**config.mk**
```make
export PLATFORM = sky130hd
export DESIGN_NAME = user_data_send
export DESIGN_NICKNAME = d
export VERILOG_FILES = /design/src/rtl/user_data_send.sv
export SDC_FILE = /design/constraint.sdc
export NUM_CORES = 1
export LEC_CHECK = 0
export ABC_CLOCK_PERIOD_IN_PS = 1400
export BUFFER_PORTS_ARGS = -buffer_cell sky130_fd_sc_hd__clkbuf_2
export CAP_MARGIN = 20
export CORE_ASPECT_RATIO = 1.1
export CORE_UTILIZATION = 52
export DETAILED_ROUTE_END_ITERATION = 7
export PLACE_DENSITY = 0.71
export SETUP_SLACK_MARGIN = 0.3
export SYNTH_ARGS = -nofsm -noshare
export SYNTH_HDL_FRONTEND = slang
export SYNTH_SLANG_ARGS = --single-unit
```
**constraint.sdc**
```tcl
create_clock -name sys_clk -period 1.4 [get_ports sys_clk]
set_input_delay 0.07 -clock sys_clk [delete_from_list [all_inputs] [get_ports sys_clk]]
set_output_delay 0.07 -clock sys_clk [all_outputs]
set_load 0.02 [all_outputs]
```
**src/rtl/user_data_send.sv**
```systemverilog
// user_data_send: emits a deterministic, seed-based write burst into the DDR3
// write FIFO over valid/ready, then pulses a one-cycle commit to the DDR3
// write engine and waits for its completion acknowledge. The seed advances
// once per acknowledged burst so the read-side checker can predict each word.
module user_data_send #(
  parameter int USER_DATA_WIDTH = 8,
  parameter int BURST_LEN       = 1024
) (
  input  logic                       sys_clk,
  input  logic                       sys_rst_n,
  input  logic                       ddrc_init_done,
  input  logic                       wr_test_ctrl,
  input  logic                       user_wr_ready,
  output logic [USER_DATA_WIDTH-1:0] user_wr_data,
  output logic                       user_wr_data_valid,
  output logic                       user_ddr3_wr_en,
  input  logic                       ddr3_wr_done,
  output logic                       busy,
  output logic                       burst_done
);

  localparam int CNT_W = (BURST_LEN > 1) ? $clog2(BURST_LEN) : 1;
  localparam logic [CNT_W-1:0] LAST_BEAT = CNT_W'(BURST_LEN - 1);
  localparam logic [USER_DATA_WIDTH-1:0] ONE = USER_DATA_WIDTH'(1);

  localparam logic [1:0] IDLE     = 2'd0;
  localparam logic [1:0] FILL     = 2'd1;
  localparam logic [1:0] COMMIT   = 2'd2;
  localparam logic [1:0] WAIT_ACK = 2'd3;

  logic [1:0]                 state_reg, state_next;
  logic                       ctrl_d_reg;
  logic [USER_DATA_WIDTH-1:0] seed_reg, seed_next;
  logic [CNT_W-1:0]           cnt_reg, cnt_next;
  logic [USER_DATA_WIDTH-1:0] data_reg, data_next;
  logic                       valid_reg, valid_next;
  logic                       wr_en_reg, wr_en_next;
  logic                       busy_reg, busy_next;
  logic                       done_reg, done_next;
  logic                       start;
  logic                       abort;

  // Next-state logic; an init_done drop outranks every other transition and
  // leaves the seed alone so a rerun replays the same pattern.
  always_comb begin
    start      = wr_test_ctrl && !ctrl_d_reg && ddrc_init_done && (state_reg == IDLE);
    abort      = (state_reg != IDLE) && !ddrc_init_done;
    state_next = state_reg;
    seed_next  = seed_reg;
    cnt_next   = cnt_reg;
    data_next  = data_reg;
    valid_next = valid_reg;
    wr_en_next = 1'b0;
    done_next  = 1'b0;
    if (abort) begin
      state_next = IDLE;
      valid_next = 1'b0;
    end else begin
      case (state_reg)
        IDLE: begin
          if (start) begin
            state_next = FILL;
            data_next  = seed_reg;
            valid_next = 1'b1;
            cnt_next   = '0;
          end
        end
        FILL: begin
          if (valid_reg && user_wr_ready) begin
            data_next = data_reg + ONE;
            if (cnt_reg == LAST_BEAT) begin
              valid_next = 1'b0;
              wr_en_next = 1'b1;
              state_next = COMMIT;
            end else begin
              cnt_next = cnt_reg + CNT_W'(1);
            end
          end
        end
        COMMIT: begin
          state_next = WAIT_ACK;
        end
        WAIT_ACK: begin
          if (ddr3_wr_done) begin
            state_next = IDLE;
            done_next  = 1'b1;
            seed_next  = seed_reg + ONE;
          end
        end
        default: begin
          state_next = IDLE;
          valid_next = 1'b0;
        end
      endcase
    end
    busy_next = (state_next != IDLE);
  end

  // State and registered outputs, synchronous active-low reset.
  always_ff @(posedge sys_clk) begin
    if (!sys_rst_n) begin
      state_reg  <= IDLE;
      ctrl_d_reg <= 1'b0;
      seed_reg   <= '0;
      cnt_reg    <= '0;
      data_reg   <= '0;
      valid_reg  <= 1'b0;
      wr_en_reg  <= 1'b0;
      busy_reg   <= 1'b0;
      done_reg   <= 1'b0;
    end else begin
      state_reg  <= state_next;
      ctrl_d_reg <= wr_test_ctrl;
      seed_reg   <= seed_next;
      cnt_reg    <= cnt_next;
      data_reg   <= data_next;
      valid_reg  <= valid_next;
      wr_en_reg  <= wr_en_next;
      busy_reg   <= busy_next;
      done_reg   <= done_next;
    end
  end

  assign user_wr_data       = data_reg;
  assign user_wr_data_valid = valid_reg;
  assign user_ddr3_wr_en    = wr_en_reg;
  assign busy               = busy_reg;
  assign burst_done         = done_reg;

endmodule

```
==> impl_metrics.py, run 1 <==
metrics = {
    "sta": {
        "hold_violations": 0,
        "timing.fmax_mhz": 650.7,
        "fin_ws_ns": -0.1368,
        "finalSetupViolCount": 18,
        "rsz0062_at_grt": "true",
        "setup_tns_ns": -1.221,
        "timing.final.crit_period_ns": 1.537,
        "maxSlewViolCount": 0,
        "fin_crit_sh": 1.098,
        "max_slew.worst_pin.slew_ns": 0.4033,
        "fin_skew_ns": 0.007668,
        "relSlewSlack": 0.7291,
    },
    "logic_synthesis": {
        "netlist_area_um2": 1713,
        "syn_nets": 211,
        "async_reset_ff_frac": 0,
        "synth_edf_count": 0,
        "ys_seq_elements": 33,
        "synth_area_per_cell_um2": 8.480,
        "synthesis.instances": 202,
        "seq_area_frac_synth": 0.3857,
        "ys_warn_count": 0,
        "synth.distinct_cells": 45,
        "ys.flop_type": "dfxtp_1",
    },
    "run_status": {
        "status": "finished with violations",
        "violations": "design-rule violations, negative setup slack",
    },
    "worst_setup_path": {
        "critPathKind": "register to register",
        "crit_required_ns": 1.62,
        "end_kind": "register",
        "reg2reg_slack_ns": -0.14,
        "cp-start-kind": "register",
        "crit_fanout": 4,
        "max_stage_delay_ns": 0.64,
        "arrival_ns": 1.76,
        "slowest_stage": "or4_1",
        "worstPathCellList": "nand4_1 -> or4_1 -> nand2_1 -> a21oi_1",
    },
    "drt": {
        "ant_nets": 0,
        "first_pass_iters": 6,
        "wirelength_um": 4939,
        "first_iter_violations": 110,
        "vias": 1766,
        "viasPerCell": 5.946,
        "routedWlPerCell_um": 16.63,
        "drc": 5,
    },
    "final_layout": {
        "final_cell_count_no_fill": 297,
        "largest_reg_flops": 10,
        "n_antenna_cell": 0,
        "drive_gt1_frac": 0.5095,
        "final_nets": 271,
        "syn_to_final_growth_pct": 51.86,
        "nFillCells": 175,
    },
    "die": {
        "die_width_um": 56.72,
        "initial_core_util": 0.5525,
        "dieArea_um2": 3528,
        "die_h_um": 62.20,
        "io-pin-count": 18,
        "core_region_area_um2": 3100,
        "rows": 21,
    },
    "global_route": {
        "grt_pass1_vias": 1723,
        "grt.total_usage": 0.2689,
        "grt_first_pass_wirelength_um": 7479,
        "antenna_found_initial": 0,
        "grt_max_degree": 19,
        "overflow": 0,
    },
    "clock_tree": {
        "cts_sinks": 33,
        "clk_pin_slew_ns": 0.10,
        "insertion_delay_ns": 0.33,
        "cts_buffers": 5,
        "cts_tree": "built",
        "htreeDepth": 2,
        "root_buffer": "clkbuf_4",
        "clockBufferDepth": 2,
    },
    "placed_design": {
        "place_inst": 271,
        "dp_hpwl_um": 3022,
        "gp_congestion": 0.7961,
        "io_buffers": 17,
    },
    "power": {
        "peakVddDrop_mv": 0.6572,
        "power_leakage_nw": 0.9422,
        "powerDensity_nw_per_um2": 694.4,
    },
    "hold_path": {
        "hold_class": "input pin to register",
    },
    "flow_run": {
        "maxCapViolCount": 0,
    },
}
## kinds of logic after synthesis
family          synth area share
flops                     0.3857
xor+xnor                 0.03068
mux                      0.02922
compound gates            0.1819
simple gates              0.3156
fa+ha+maj                0.02192
buf+inv                  0.03505
## worst paths after layout
| check | cells after the start | end | from |
|---|---|---|---|
| min reg2reg | 2 | user_wr_data_valid | user_wr_data_valid |
| max | 4 | user_wr_data_valid | cnt_reg[9] |
| min | 2 | busy | ddr3_wr_done |
| max reg2reg | 4 | user_wr_data_valid | cnt_reg[9] |
## timing repair
action | 4_1_cts | 5_1_grt
gates resized for setup | 27 | 49
setup buffers | 11 | 6
hold buffers | 1 | 0
endpoints found under the setup margin | 32 | 32
hold endpoints to repair | 1 | 0
pin swaps | 15 | 20
## layout by cell type (no fill, tap or decap), types with 3 or more instances in the layout
master	count
buf_4	32
nand2_1	25
dfxtp_1	18
clkbuf_2	16
a21oi_2	11
nor2_1	10
buf_6	10
dfxtp_2	9
nand4_1	6
a21oi_1	6
dfxtp_4	6
and2_1	5
nand2b_1	5
mux2i_1	5
nand3_1	5
a21o_1	5
clkbuf_4	5
or4_1	4
o21ai_2	4
nand2_2	3
xor2_1	3
nor3_4	3
nand4b_1	3
o31ai_1	3
o21ai_0	3
## power by group
group / switching [mW] / total [mW] / internal (mW)
Combinational: 0.159 / 0.284 / 0.125
Clock: 0.322 / 0.570 / 0.248
Sequential: 0.0134 / 0.953 / 0.940
Total: 0.494 / 1.81 / 1.31
## synthesized netlist by cell type, types with 2 or more instances
library cell	instances	area, um^2
buf_4	2	15.01
and3_1	2	12.51
xor2_1	3	26.28
nand2_1	29	108.9
o31ai_1	4	30.03
o21ai_1	2	10.01
clkbuf_1	3	11.26
and2_1	6	37.54
nor2b_1	3	18.77
nand2b_1	5	31.28
nor2_1	11	41.29
a2111oi_1	2	20.02
ha_1	3	37.54
o21ai_0	8	40.04
nand4_1	6	37.54
or4_1	4	30.03
a211oi_1	2	15.01
mux2i_1	5	50.05
buf_2	3	15.01
or3_1	3	18.77
a21o_1	5	37.54
nand4b_1	3	26.28
dfxtp_1	33	660.6
nor3_1	6	30.03
a21oi_1	17	85.08
and4_1	3	26.28
xnor2_1	3	26.28
nand3_1	8	40.04
nand3b_1	2	15.01
## cell type report
class / instances / area [um^2] / share of cell area
multi-input combinational: 158 / 1315 / 0.5055
sequential: 33 / 694.4 / 0.2670
timing repair buffer: 62 / 483.0 / 0.1857
clock buffer: 8 / 58.81 / 0.02261
tap: 34 / 42.54 / 0.01635
inverter: 2 / 7.507 / 0.002886
## metrics by stage
| stage | power, mW | cell area [um^2] | hold slack, ns | setup WS (ns) | utilization |
|---|---|---|---|---|---|
| 6_report | 1.806 | 2601 | 0.04814 | -0.1368 | 0.8390 |
| 5_1_grt | 1.878 | 2601 | 0.02349 | -0.1962 | 0.8390 |
| 4_1_cts | 1.741 | 2356 | 0.006310 | -0.08785 | 0.7599 |
| 3_5_place_dp | 1.156 | 2097 | 0.3098 | -0.1453 | 0.6764 |
| 3_3_place_gp | 1.152 | 2097 | 0.2960 | -0.07435 | 0.6764 |
| 2_1_floorplan | 1.097 | 1847 | 0.1917 | -0.05054 | - |
## worst max-delay path, delay by kind of cell, from the launching register on
| family | cells | cell delay (ns) |
|---|---|---|
| flops | 1 | 0.35 |
| simple gates | 3 | 1.01 |
| compound gates | 1 | 0.07 |
## routing by layer
metal | global-route usage | up-vias | wire length, um
li1 | - | 863 | -
met1 | 0.3041 | 871 | 2149
met3 | 0.05000 | 7 | 129
met4 | 0.1031 | 0 | 57
met2 | 0.4896 | 25 | 2602
met5 | 0 | - | 0
(Power assumes the default switching activity.)
==> run 2: changes to the inputs <==
--- a/config.mk
+++ b/config.mk
@@ -6,7 +6,7 @@
 export NUM_CORES = 1
 export LEC_CHECK = 0
 export ABC_CLOCK_PERIOD_IN_PS = 1400
-export BUFFER_PORTS_ARGS = -buffer_cell sky130_fd_sc_hd__clkbuf_2
+export BUFFER_PORTS_ARGS = -buffer_cell sky130_fd_sc_hd__buf_2
 export CAP_MARGIN = 20
 export CORE_ASPECT_RATIO = 1.1
 export CORE_UTILIZATION = 52
==> impl_metrics.py, run 2 (synthesis gave the netlist of run 1 again) <==
metrics = {
    "die": {
        "core_region_area_um2": 3100,
        "initial_core_util": 0.5525,
        "die_h_um": 62.20,
        "die_width_um": 56.72,
        "dieArea_um2": 3528,
        "rows": 21,
        "io-pin-count": 18,
    },
    "worst_setup_path": {
        "arrival_ns": 1.83,
        "cp-start-kind": "register",
        "slowest_stage": "or4_4",
        "crit_fanout": 5,
        "critPathLaunch": "cnt_reg[1]",
        "crit_required_ns": 1.68,
        "rr_startpoint": "cnt_reg[1]",
        "max_stage_delay_ns": 0.51,
        "critPathKind": "register to register",
        "worstPathCellList": "ha_4 -> nand3_4 -> nor4_4 -> buf_4 -> or4_4 -> a21oi_2",
        "end_kind": "register",
    },
    "global_route": {
        "antenna_found_initial": 0,
        "grt_first_pass_wirelength_um": 7955,
        "overflow": 0,
        "grt_pass1_vias": 1807,
        "grt_max_degree": 19,
        "grt.total_usage": 0.2882,
    },
    "drt": {
        "drc": 5,
        "ant_nets": 0,
        "first_iter_violations": 121,
        "wirelength_um": 5558,
        "first_pass_iters": 6,
        "routedWlPerCell_um": 18.28,
        "vias": 1917,
        "viasPerCell": 6.306,
    },
    "sta": {
        "timing.final.crit_period_ns": 1.545,
        "hold_violations": 0,
        "rsz0062_at_grt": "true",
        "fin_ws_ns": -0.1446,
        "fin_skew_ns": 0.01374,
        "relSlewSlack": 0.7837,
        "finalSetupViolCount": 15,
        "timing.fmax_mhz": 647.4,
        "fin_crit_sh": 1.103,
        "maxSlewViolCount": 0,
        "max_slew.worst_pin.slew_ns": 0.3220,
    },
    "final_layout": {
        "final_cell_mix": "buf_4, nand2_1, dfxtp_1, buf_2, buf_6",
        "syn_to_final_growth_pct": 57.49,
        "final_nets": 278,
        "n_antenna_cell": 0,
        "nFillCells": 157,
        "drive_gt1_frac": 0.5444,
        "mostFrequentLayoutCell": "buf_4",
        "largest_reg_flops": 10,
        "post-route-cell-area_um2": 2698,
    },
    "power": {
        "powerDensity_nw_per_um2": 674.1,
        "power_mw": 1.819,
        "power_leakage_nw": 0.9968,
        "peakVddDrop_mv": 0.5361,
    },
    "run_status": {
        "violations": "design-rule violations, negative setup slack",
        "status": "finished with violations",
    },
    "hold_path": {
        "hold_start": "ddr3_wr_done",
        "hold_class": "input pin to register",
    },
    "clock_tree": {
        "insertion_delay_ns": 0.34,
        "root_buffer": "clkbuf_4",
        "clockBufferDepth": 2,
        "cts_buffers": 5,
        "cts_sinks": 33,
        "htreeDepth": 2,
        "cts_tree": "built",
        "clk_pin_slew_ns": 0.11,
    },
    "placed_design": {
        "dp_hpwl_um": 3055,
        "dpl_cell_area_um2": 2097,
        "gp_congestion": 0.7977,
        "io_buffers": 17,
    },
    "flow_run": {
        "maxCapViolCount": 0,
    },
}
==> run 2: path summary, 6_finish.rpt <==
check | endpoint | slack, ns | cells after the start
max | cnt_reg[2] | -0.14 | 6
min | busy | 0.05 | 2
max reg2reg | cnt_reg[2] | -0.14 | 6
min reg2reg | cnt_reg[9] | 0.48 | 2
==> run 2: repair_timing <==
item,4_1_cts,5_1_grt
hold buffers,1,0
endpoints found under the hold margin,1,0
endpoints found under the setup margin,31,34
cloned,0,0
resized for setup,38,45
buffers inserted,15,9
pin swaps,19,20
==> run 2: layer usage <==
| metal | track usage | wire length, um | up-vias | part of all wire |
|---|---|---|---|---|
| li1 | - | - | 878 | - |
| met1 | 0.3202 | 2199 | 949 | 0.40 |
| met2 | 0.5268 | 2911 | 69 | 0.52 |
| met3 | 0.05625 | 245 | 21 | 0.044 |
| met4 | 0.1156 | 203 | 0 | 0.037 |
| met5 | 0 | 0 | - | 0 |
==> run 2: final cells by class <==
cell class              count  area (um^2)  share of cell area
clock buffers               8        58.81             0.02180
flip-flops and latches     33        695.7              0.2579
inverters                   2        7.507            0.002783
multi-input cells         158         1321              0.4898
well taps                  34        42.54             0.01577
repair buffers             69        571.8              0.2120
==> run 2: critical path, delay by kind of cell (launching register included) <==
family,cells,cell delay (ns)
flops,1,0.35
compound gates,1,0.15
fa+ha+maj,1,0.16
buf+inv,1,0.15
simple gates,3,0.67
==> run 2: metrics by stage <==
| stage | hold slack (ns) | setup slack [ns] | TNS (ns) | utilization | cells |
|---|---|---|---|---|---|
| 3_5_place_dp | 0.3063 | -0.1468 | -0.8035 | 0.6764 | 271 |
| 3_3_place_gp | 0.2942 | -0.07442 | -0.4113 | 0.6764 | 271 |
| 6_report | 0.05369 | -0.1446 | -0.8417 | 0.8701 | 304 |
| 5_1_grt | 0.03181 | -0.1812 | -1.976 | 0.8701 | 304 |
| 2_1_floorplan | 0.1917 | -0.05054 | -0.3264 | - | 202 |
| 4_1_cts | 0.01452 | -0.1220 | -0.6426 | 0.7793 | 295 |
==> run 2: power breakdown <==
part	internal [mW]	switching (mW)	leakage (nW)	total, mW
Clock	0.248	0.327	0.0326	0.575
Sequential	0.940	0.0131	0.276	0.953
Combinational	0.131	0.160	0.688	0.291
Total	1.32	0.500	0.997	1.82
